$ cat config.mk
export PLATFORM = sky130hd
export DESIGN_NAME = div_iter
export DESIGN_NICKNAME = d
export VERILOG_FILES = /design/src/rtl/div_iter_pkg.sv /design/src/rtl/div_iter_bcnt.sv /design/src/rtl/div_iter.sv
export SDC_FILE = /design/constraint.sdc
export NUM_CORES = 1
export LEC_CHECK = 0
export BUFFER_PORTS_ARGS = -buffer_cell sky130_fd_sc_hd__buf_2
export CORE_ASPECT_RATIO = 1.1
export CORE_MARGIN = 2
export CORE_UTILIZATION = 45
export CTS_CLUSTER_DIAMETER = 30
export DETAILED_ROUTE_END_ITERATION = 8
export PLACE_DENSITY = 0.69
export SLEW_MARGIN = 5
export SYNTH_ARGS = -nofsm -noshare
export SYNTH_HDL_FRONTEND = slang
export SYNTH_SLANG_ARGS = --single-unit
$ cat constraint.sdc
create_clock -name clk -period 10.8 [get_ports clk]
set_input_delay 0.54 -clock clk [delete_from_list [all_inputs] [get_ports clk]]
set_output_delay 0.54 -clock clk [all_outputs]
set_load 0.005 [all_outputs]
$ cat src/rtl/div_iter_pkg.sv
// Shared EXE definitions for the iterative divider and the bit-count block.
// Holds the divider state encoding, result constants and operand helpers.
package div_iter_pkg;

   localparam int unsigned DW = 32;

   typedef enum logic [2:0] {
      IDLE,
      PREP,
      ITER,
      FIX,
      DONE
   } div_state_t;

   localparam logic [DW-1:0] DIV0_QUOTIENT = 32'hFFFF_FFFF;

   localparam logic BCNT_CLZ = 1'b0;
   localparam logic BCNT_POP = 1'b1;

   // Two's-complement magnitude; 32'h8000_0000 maps to itself, which is
   // exactly the unsigned magnitude the divider core needs.
   function automatic logic [DW-1:0] mag32(
      input logic [DW-1:0] v,
      input logic          sgn
   );
      return (sgn && v[DW-1]) ? -v : v;
   endfunction

endpackage

$ cat src/rtl/div_iter_bcnt.sv
// EXE bit-count block: leading-zero count or population count of a word.
// Result range is 0..32 in both modes.
module div_iter_bcnt
   import div_iter_pkg::*;
(
   input  logic [DW-1:0] data_i,
   input  logic          option_i,
   output logic [5:0]    count_o
);

   logic [5:0] clz;
   logic [5:0] pop;

   always_comb begin
      clz = 6'd32;
      for (int i = 0; i < DW; i++) begin
         if (data_i[i]) begin
            clz = 6'(31 - i);
         end
      end
   end

   always_comb begin
      pop = '0;
      for (int i = 0; i < DW; i++) begin
         pop = pop + {5'd0, data_i[i]};
      end
   end

   assign count_o = (option_i == BCNT_POP) ? pop : clz;

endmodule

$ cat src/rtl/div_iter.sv
// Iterative radix-2 DIV/DIVU unit for EXE; leading dividend zeros are
// skipped so latency tracks the dividend's significant bit count.
module div_iter
   import div_iter_pkg::*;
(
   input  logic          clk,
   input  logic          rst,
   input  logic          start,
   input  logic          is_signed,
   input  logic [DW-1:0] dividend,
   input  logic [DW-1:0] divisor,
   input  logic          flush,
   output logic          busy,
   output logic          done,
   output logic [DW-1:0] quotient,
   output logic [DW-1:0] remainder
);

   div_state_t    state_q;
   logic          sgn_q;
   logic [DW-1:0] dvd_q;
   logic [DW-1:0] dvs_q;
   logic [DW-1:0] rem_q;
   logic [DW-1:0] sh_q;
   logic [5:0]    cnt_q;
   logic          div0_q;
   logic          busy_q;
   logic          done_q;
   logic [DW-1:0] quo_q;
   logic [DW-1:0] rmd_q;

   logic [DW-1:0] dvd_mag;
   logic [DW-1:0] dvs_mag;
   logic [5:0]    lz;
   logic [5:0]    n_bits;
   logic [DW-1:0] sh_init;
   logic [DW:0]   rem_sh;
   logic [DW:0]   trial;
   logic          q_bit;
   logic [DW-1:0] rem_d;
   logic [DW-1:0] sh_d;
   logic          q_neg;
   logic          r_neg;
   logic [DW-1:0] quo_d;
   logic [DW-1:0] rmd_d;

   assign dvd_mag = mag32(dvd_q, sgn_q);
   assign dvs_mag = mag32(dvs_q, sgn_q);

   div_iter_bcnt u_clz (
      .data_i   (dvd_mag),
      .option_i (BCNT_CLZ),
      .count_o  (lz)
   );

   assign n_bits = 6'd32 - lz;

   // lz == 32 only for a zero dividend; the shifted value is then empty.
   assign sh_init = lz[5] ? '0 : (dvd_mag << lz[4:0]);

   assign rem_sh = {rem_q, sh_q[DW-1]};
   assign trial  = rem_sh - {1'b0, dvs_mag};
   assign q_bit  = ~trial[DW];
   assign rem_d  = q_bit ? trial[DW-1:0] : rem_sh[DW-1:0];
   assign sh_d   = {sh_q[DW-2:0], q_bit};

   assign q_neg = sgn_q & (dvd_q[DW-1] ^ dvs_q[DW-1]);
   assign r_neg = sgn_q & dvd_q[DW-1];

   always_comb begin
      quo_d = q_neg ? -sh_q : sh_q;
      rmd_d = r_neg ? -rem_q : rem_q;
      if (div0_q) begin
         quo_d = DIV0_QUOTIENT;
         rmd_d = dvd_q;
      end
   end

   always_ff @(posedge clk) begin
      if (rst) begin
         state_q <= IDLE;
         sgn_q   <= 1'b0;
         dvd_q   <= '0;
         dvs_q   <= '0;
         rem_q   <= '0;
         sh_q    <= '0;
         cnt_q   <= '0;
         div0_q  <= 1'b0;
         busy_q  <= 1'b0;
         done_q  <= 1'b0;
         quo_q   <= '0;
         rmd_q   <= '0;
      end else if (flush) begin
         state_q <= IDLE;
         busy_q  <= 1'b0;
         done_q  <= 1'b0;
      end else begin
         unique case (state_q)
            IDLE, DONE: begin
               done_q <= 1'b0;
               if (start) begin
                  sgn_q   <= is_signed;
                  dvd_q   <= dividend;
                  dvs_q   <= divisor;
                  busy_q  <= 1'b1;
                  state_q <= PREP;
               end else begin
                  state_q <= IDLE;
               end
            end
            PREP: begin
               rem_q  <= '0;
               sh_q   <= sh_init;
               cnt_q  <= n_bits;
               div0_q <= (dvs_mag == '0);
               if (dvs_mag == '0 || n_bits == 6'd0) begin
                  state_q <= FIX;
               end else begin
                  state_q <= ITER;
               end
            end
            ITER: begin
               rem_q <= rem_d;
               sh_q  <= sh_d;
               cnt_q <= cnt_q - 6'd1;
               if (cnt_q == 6'd1) begin
                  state_q <= FIX;
               end
            end
            FIX: begin
               quo_q   <= quo_d;
               rmd_q   <= rmd_d;
               busy_q  <= 1'b0;
               done_q  <= 1'b1;
               state_q <= DONE;
            end
            default: begin
               busy_q  <= 1'b0;
               done_q  <= 1'b0;
               state_q <= IDLE;
            end
         endcase
      end
   end

   assign busy      = busy_q;
   assign done      = done_q;
   assign quotient  = quo_q;
   assign remainder = rmd_q;

endmodule

## Word level (Yosys, flattened, before mapping)

Cells that the tools add are included.

- $lt $le $gt $ge: 0
- Add/subtract/negate cells: 7
- Shifts and indexed selects: 1
- Eq/ne operators: 7
- Reduce and logical (&&, ||, !) cells: 15
- Bitwise logic cells: 6
- Mux-type cells: 50
- Multipliers: 0
- Div/mod/pow operators: 0

Operator list:

| kind | number |
|---|---|
| $mux W32 | 8 |
| $mux W6 | 32 |
| $neg A32 Y32 | 4 |
| $pmux W32 S2 | 2 |
| $sub A33 B32 Y33 | 1 |
| $logic_not A32 Y1 | 1 |
| $shl A32 B5 Y32 | 1 |
| $pmux W3 S4 | 1 |
| $pmux W6 S2 | 1 |
| $reduce_and A2 Y1 | 4 |
| $eq A3 B2 Y1 const B | 2 |
| $eq A6 B1 Y1 const B | 1 |
| $logic_not A6 Y1 | 1 |
| $reduce_or A2 Y1 | 3 |
| $sub A6 B1 Y6 const B | 1 |
| $sub A6 B6 Y6 const A | 1 |
| $ne A2 B2 Y1 const B | 2 |
| $pmux W1 S2 | 2 |
| $eq A3 B1 Y1 const B | 1 |
| $eq A3 B3 Y1 const B | 1 |
| $logic_not A3 Y1 | 1 |
| $mux W1 | 3 |
| $mux W3 | 1 |
| $not A1 Y1 | 3 |
| other kinds (6) | 8 |

- Output and inout bits: 66
- Memories kept: 0
- Latch bits: 0
- Input port bits: 69
- Bits in registers: 205
- RAM bits: 0
- Bits in read-only memories: 0
- Logic and storage cells: 98

## Longest topological paths before layout

- Depth after elaboration: 39
- Gate-level depth with buffers: 21
- Depth with buffers taken out: 20

## Cells and area by module

A second synthesis with hierarchy kept.

- Cell total of the unflattened synthesis: 2126
- Area, all modules: 15536.2 µm²

Modules (own cells, without submodules):

| module | times used | cells an instance | area an instance (µm²) | seq. area each (µm²) |
|---|---|---|---|---|
| div_iter | 1 | 1978 | 14351.3 | 4103.9 |
| div_iter_bcnt | 1 | 148 | 1184.9 | 0.0 |

## Worst setup path before layout

Ideal clock, no wire load.

- Kind: register to register
- Start point: register dvs_q[3]
- End point: register rem_q[23]
- Slack: 5.942 ns
- Data required time: 10.671 ns
- Arrival: 4.729 ns
- Library setup time: 0.129 ns
- Period minus slack after synthesis: 4.858 ns
- Stages on the path, launching flop included: 19
- Buffers on the path: 1
- Path through: dfxtp_1 -> or4_1 -> nor4b_1 -> and2_1 -> nor2_1 -> xnor2_1 -> ha_1 -> a211oi_1 -> nand2_1 -> or3_1 -> o21ai_0 -> o21ai_0 -> o21a_1 -> a21o_1 -> a31oi_1 -> xnor2_1 -> clkbuf_1 -> mux2i_1 -> o21ai_0

- Cells in the longest elaborated chain, start to end: 5

Ends and longest elaborated chain:

| item | RTL line | source |
|---|---|---|
| start, declared | div_iter.sv:22 | `logic [DW-1:0] dvs_q;` |
| start signal, assigned | div_iter.sv:104 | `dvs_q <= divisor;` |
| $neg A32 Y32 | div_iter_pkg.sv:26 | `return (sgn && v[DW-1]) ? -v : v;` |
| $mux W32 (*) | div_iter_pkg.sv:26 |  |
| $sub A33 B32 Y33 (*) | div_iter.sv:62 | `assign trial = rem_sh - {1'b0, dvs_mag};` |
| $mux W32 (*) | div_iter.sv:64 | `assign rem_d = q_bit ? trial[DW-1:0] : rem_sh[DW-1:0];` |
| $pmux W32 S2 (*) | div_iter.sv:98 | `unique case (state_q)` |
| end signal, assigned | div_iter.sv:123 | `rem_q <= rem_d;` |
| end, declared | div_iter.sv:23 | `logic [DW-1:0] rem_q;` |

Mark *: on every way between the ends. The rest lies on a longest branch, timed or not.
A chain may end at the register's enable or synchronous reset.

## Worst setup path after layout

- Start point: register dvd_q[6]
- End point: register sh_q[13]

- Cells in the longest elaborated chain, start to end: 31

Ends and longest elaborated chain:

| item | RTL line | source |
|---|---|---|
| start, declared | div_iter.sv:21 | `logic [DW-1:0] dvd_q;` |
| start signal, assigned | div_iter.sv:103 | `dvd_q <= dividend;` |
| $neg A32 Y32 | div_iter_pkg.sv:26 |  |
| $mux W32 (*) | div_iter_pkg.sv:26 |  |
| $mux W6 (26 in a row) | div_iter_bcnt.sv:17 | `if (data_i[i]) begin` |
| $shl A32 B5 Y32 | div_iter.sv:59 | `assign sh_init = lz[5] ? '0 : (dvd_mag << lz[4:0]);` |
| $mux W32 (*) | div_iter.sv:59 |  |
| $pmux W32 S2 (*) | div_iter.sv:98 |  |
| end signal, assigned | div_iter.sv:113 | `sh_q <= sh_init;` |
| end, declared | div_iter.sv:24 | `logic [DW-1:0] sh_q;` |

Marked as above.

==> impl_metrics.tcl <==
set metrics [dict create \
    finalSetupTns_ns 0 \
    ys.flop_type "dfxtp_1" \
    synth_cells 2147 \
    antenna_found_initial 0 \
    nets 2299 \
    synth_top_area_share_pct 26.3 \
    grt_first_pass_wirelength_mm 81.8 \
    reg2reg_slack_ns 4.62 \
    vdd_drop_max_v 0.000186 \
    finalCriticalPeriod_ns 6.18 \
    cts.clk_slew.worst_paths_ns 0.05 \
    clk-insertion-delay-late_ns 0.59 \
    final_hold_viol_count 0 \
    rows 71 \
    cts_resized 0 \
    die-area_mm2 0.0361 \
    grt_max_degree 96 \
    tightest_slew_ns 1.21 \
    synth-warning-count 0 \
    fillerInstances 3291 \
    cts_tree "yes" \
    cts_max_level 2 \
    power.leakage_nw 7.06 \
    grt_setup_unrepaired "no" \
    fin_crit_sh_pct 57.2 \
    routedWlPerCell_um 19.5 \
    ys_seq_area_share_pct 26.3 \
    drcViolationCount 0 \
    syn-num-nets 2256 \
    final_cells 2668 \
    viasPerCell 6.10 \
    crit_required_ns 11.29 \
    port_buffers 134 \
    clock_skew_ns 0.0269 \
    root_buffer "clkbuf_16" \
    slew_headroom_pct 19.0 \
    final_max_slew_viol_count 0 \
    die_h_um 199 \
    area_delta_synth_final_pct 16.3 \
    status "completed" \
    synth_edf_count 0 \
    hold_class "input pin to register" \
    n_antenna_cell 0 \
    grt_pass1_vias 15495 \
    grt-ovfl-total 0 \
    async_reset_ff_share_pct 0 \
    yosysTopAreaCell "dfxtp_1" \
    start_util_pct 45.6 \
    synth.avg_cell_area_um2 7.26 \
    crit_path_end_kind "register" \
    die_width_um 181 \
    io_pins 135 \
    gp_congestion 0.958 \
    cts_made_buffers 51 \
    crit_fanout 21 \
    syn_area_mm2 0.0156 \
    setup_viol 0 \
    placedCellCount 2575 \
    path_class "register to register" \
    dp_hpwl_mm 37.8 \
    cts_buffer_depth 3 \
    max-cap-violations 0 \
    crit_path_start_kind "register" \
    synthTopCellsByArea "dfxtp_1 (26%), nand2_1 (9.2%), a21oi_1 (6.8%)" \
    firstDrtPassIters 9 \
    wl_mm 52.0 \
    powerDensity_mw_per_mm2 181 \
    postCtsHoldBufs 0 \
    cp.arrival_ns 6.67 \
    fmax_mhz 162 \
    grtUsageTotal_pct 28.1 \
    drt_iter0_markers 1329 \
    synth-seq-cells 205 \
    cts_num_sinks 205 \
    cts_setup_buffers 0 \
    fin_hold_ws_ns 0.186 \
    antenna_left 0 \
    synth_cell_types 96 \
    coreArea_mm2 0.0342 \
    vias 16283 \
    drive_gt1_share_pct 13.7 \
]
[cell usage after synthesis, drive strengths merged (5+ instances only)]
library cell	n
and2	13
xor2	70
a21o	16
xnor2	83
o22ai	38
a22oi	6
inv	31
o21a	17
nor4	33
nand2	384
o311ai	5
mux2i	60
or2	13
ha	39
nor2	177
buf	46
nand4b	5
nor3	60
o32ai	6
nor2b	14
and4	6
nand3	23
dfxtp	205
o211ai	20
a221oi	20
a21oi	213
o21ai	149
and3	9
o2111ai	5
or4	20
a211oi	26
a2111oi	5
mux2	17
or3	15
a21boi	5
clkbuf	115
o41ai	14
nand4	25
nand3b	7
o31ai	23
a31oi	29
nand2b	20
o22a	6
o21bai	6
[power by group]
group          internal [mW]  leakage (nW)  switching, mW  total, mW
logic                  0.314          4.51          0.563      0.877
registers              0.780          1.66         0.0422      0.822
clock network           1.09         0.886          0.496       1.59
total                   2.18          7.06           1.10       3.28
[kinds of logic after synthesis]
logic type | count (synthesis) | share of synthesized area (%)
multiplexers | 77 | 5.11
adder cells (fa/ha/maj) | 40 | 3.26
buffers and inverters | 192 | 4.99
XOR/XNOR | 153 | 8.65
AO/OA/AOI/OAI | 649 | 26.7
AND/OR/NAND/NOR | 831 | 25.0
flip-flops | 205 | 26.3
[sequential cells by signal (all words and copies together), names as in the netlist]
signal     cells
busy           1
cnt_q          6
div0_q         1
done           1
dvd_q         32
dvs_q         32
quotient      32
rem_q         32
remainder     32
sgn_q          1
sh_q          32
state_q        3
[cell usage in the layout (no fill, tap or decap), drive strengths merged, types with 7 or more instances in the layout]
master | netlist | final
nand2 | 384 | 384
a21oi | 213 | 213
dfxtp | 205 | 205
nor2 | 177 | 177
buf | 46 | 151
o21ai | 149 | 149
xnor2 | 83 | 83
xor2 | 70 | 70
clkbuf | 115 | 65
mux2i | 60 | 60
nor3 | 60 | 60
ha | 39 | 39
o22ai | 38 | 38
inv | 31 | 35
nor4 | 33 | 33
a31oi | 29 | 29
a211oi | 26 | 26
nand4 | 25 | 25
o31ai | 23 | 23
nand3 | 23 | 23
nand2b | 20 | 20
o211ai | 20 | 20
a221oi | 20 | 20
or4 | 20 | 20
o21a | 17 | 17
mux2 | 17 | 17
a21o | 16 | 16
or3 | 15 | 15
nor2b | 14 | 14
clkinv | 0 | 14
o41ai | 14 | 14
and2 | 13 | 13
or2 | 13 | 13
and3 | 9 | 9
nand3b | 7 | 7
bufinv | 0 | 7
[worst max-delay path: stages, from the launching register on]
cell and delay (ns):
dfxtp_1 0.40, nor4_2 0.92, nand4_1 0.67, o41ai_1 0.66, o22a_1 0.76, or2_0 0.75
nor2_1 0.43, a211oi_2 0.56, mux2i_1 0.20, a221oi_2 0.39, a221oi_1 0.12, nor3_1 0.24
[cell type report]
type / instances / area, µm² / share of cell area [%]
clock inverters: 28 / 403 / 2.22
clock buffers: 65 / 1410 / 7.77
flip-flops and latches: 205 / 4110 / 22.6
well taps: 438 / 548 / 3.02
inverters: 31 / 116 / 0.642
multi-input cells: 1750 / 10700 / 59.3
repair buffers: 151 / 801 / 4.42
[through the flow]
step	cell area, µm²	total power [mW]	utilization [%]	setup slack (ns)
global route	18100	3.42	53.0	4.01
finish	18100	3.28	53.0	4.62
CTS	18100	3.28	53.0	4.84
floorplan	15600	1.47	-	5.94
detailed placement	16300	1.69	47.7	4.85
global placement	16300	1.68	47.7	5.07
[path summary, 6_finish.rpt]
kind,start,to,cells after the start
worst max register to register,dvd_q[6],sh_q[13],11
worst min-delay path,divisor[9],dvs_q[9],3
worst min register to register,remainder[25],remainder[25],2
worst max-delay path,dvd_q[6],sh_q[13],11
[per-layer routing]
| metal | share of wire, % | vias up | track usage (%) |
|---|---|---|---|
| met2 | 48 | 575 | 49.3 |
| met3 | 6.0 | 140 | 4.50 |
| met1 | 41 | 7723 | 33.6 |
| met5 | 0 | - | 0 |
| met4 | 4.5 | 0 | 13.8 |
| li1 | - | 7845 | - |
No activity file was read; power rests on OpenSTA's default activity.
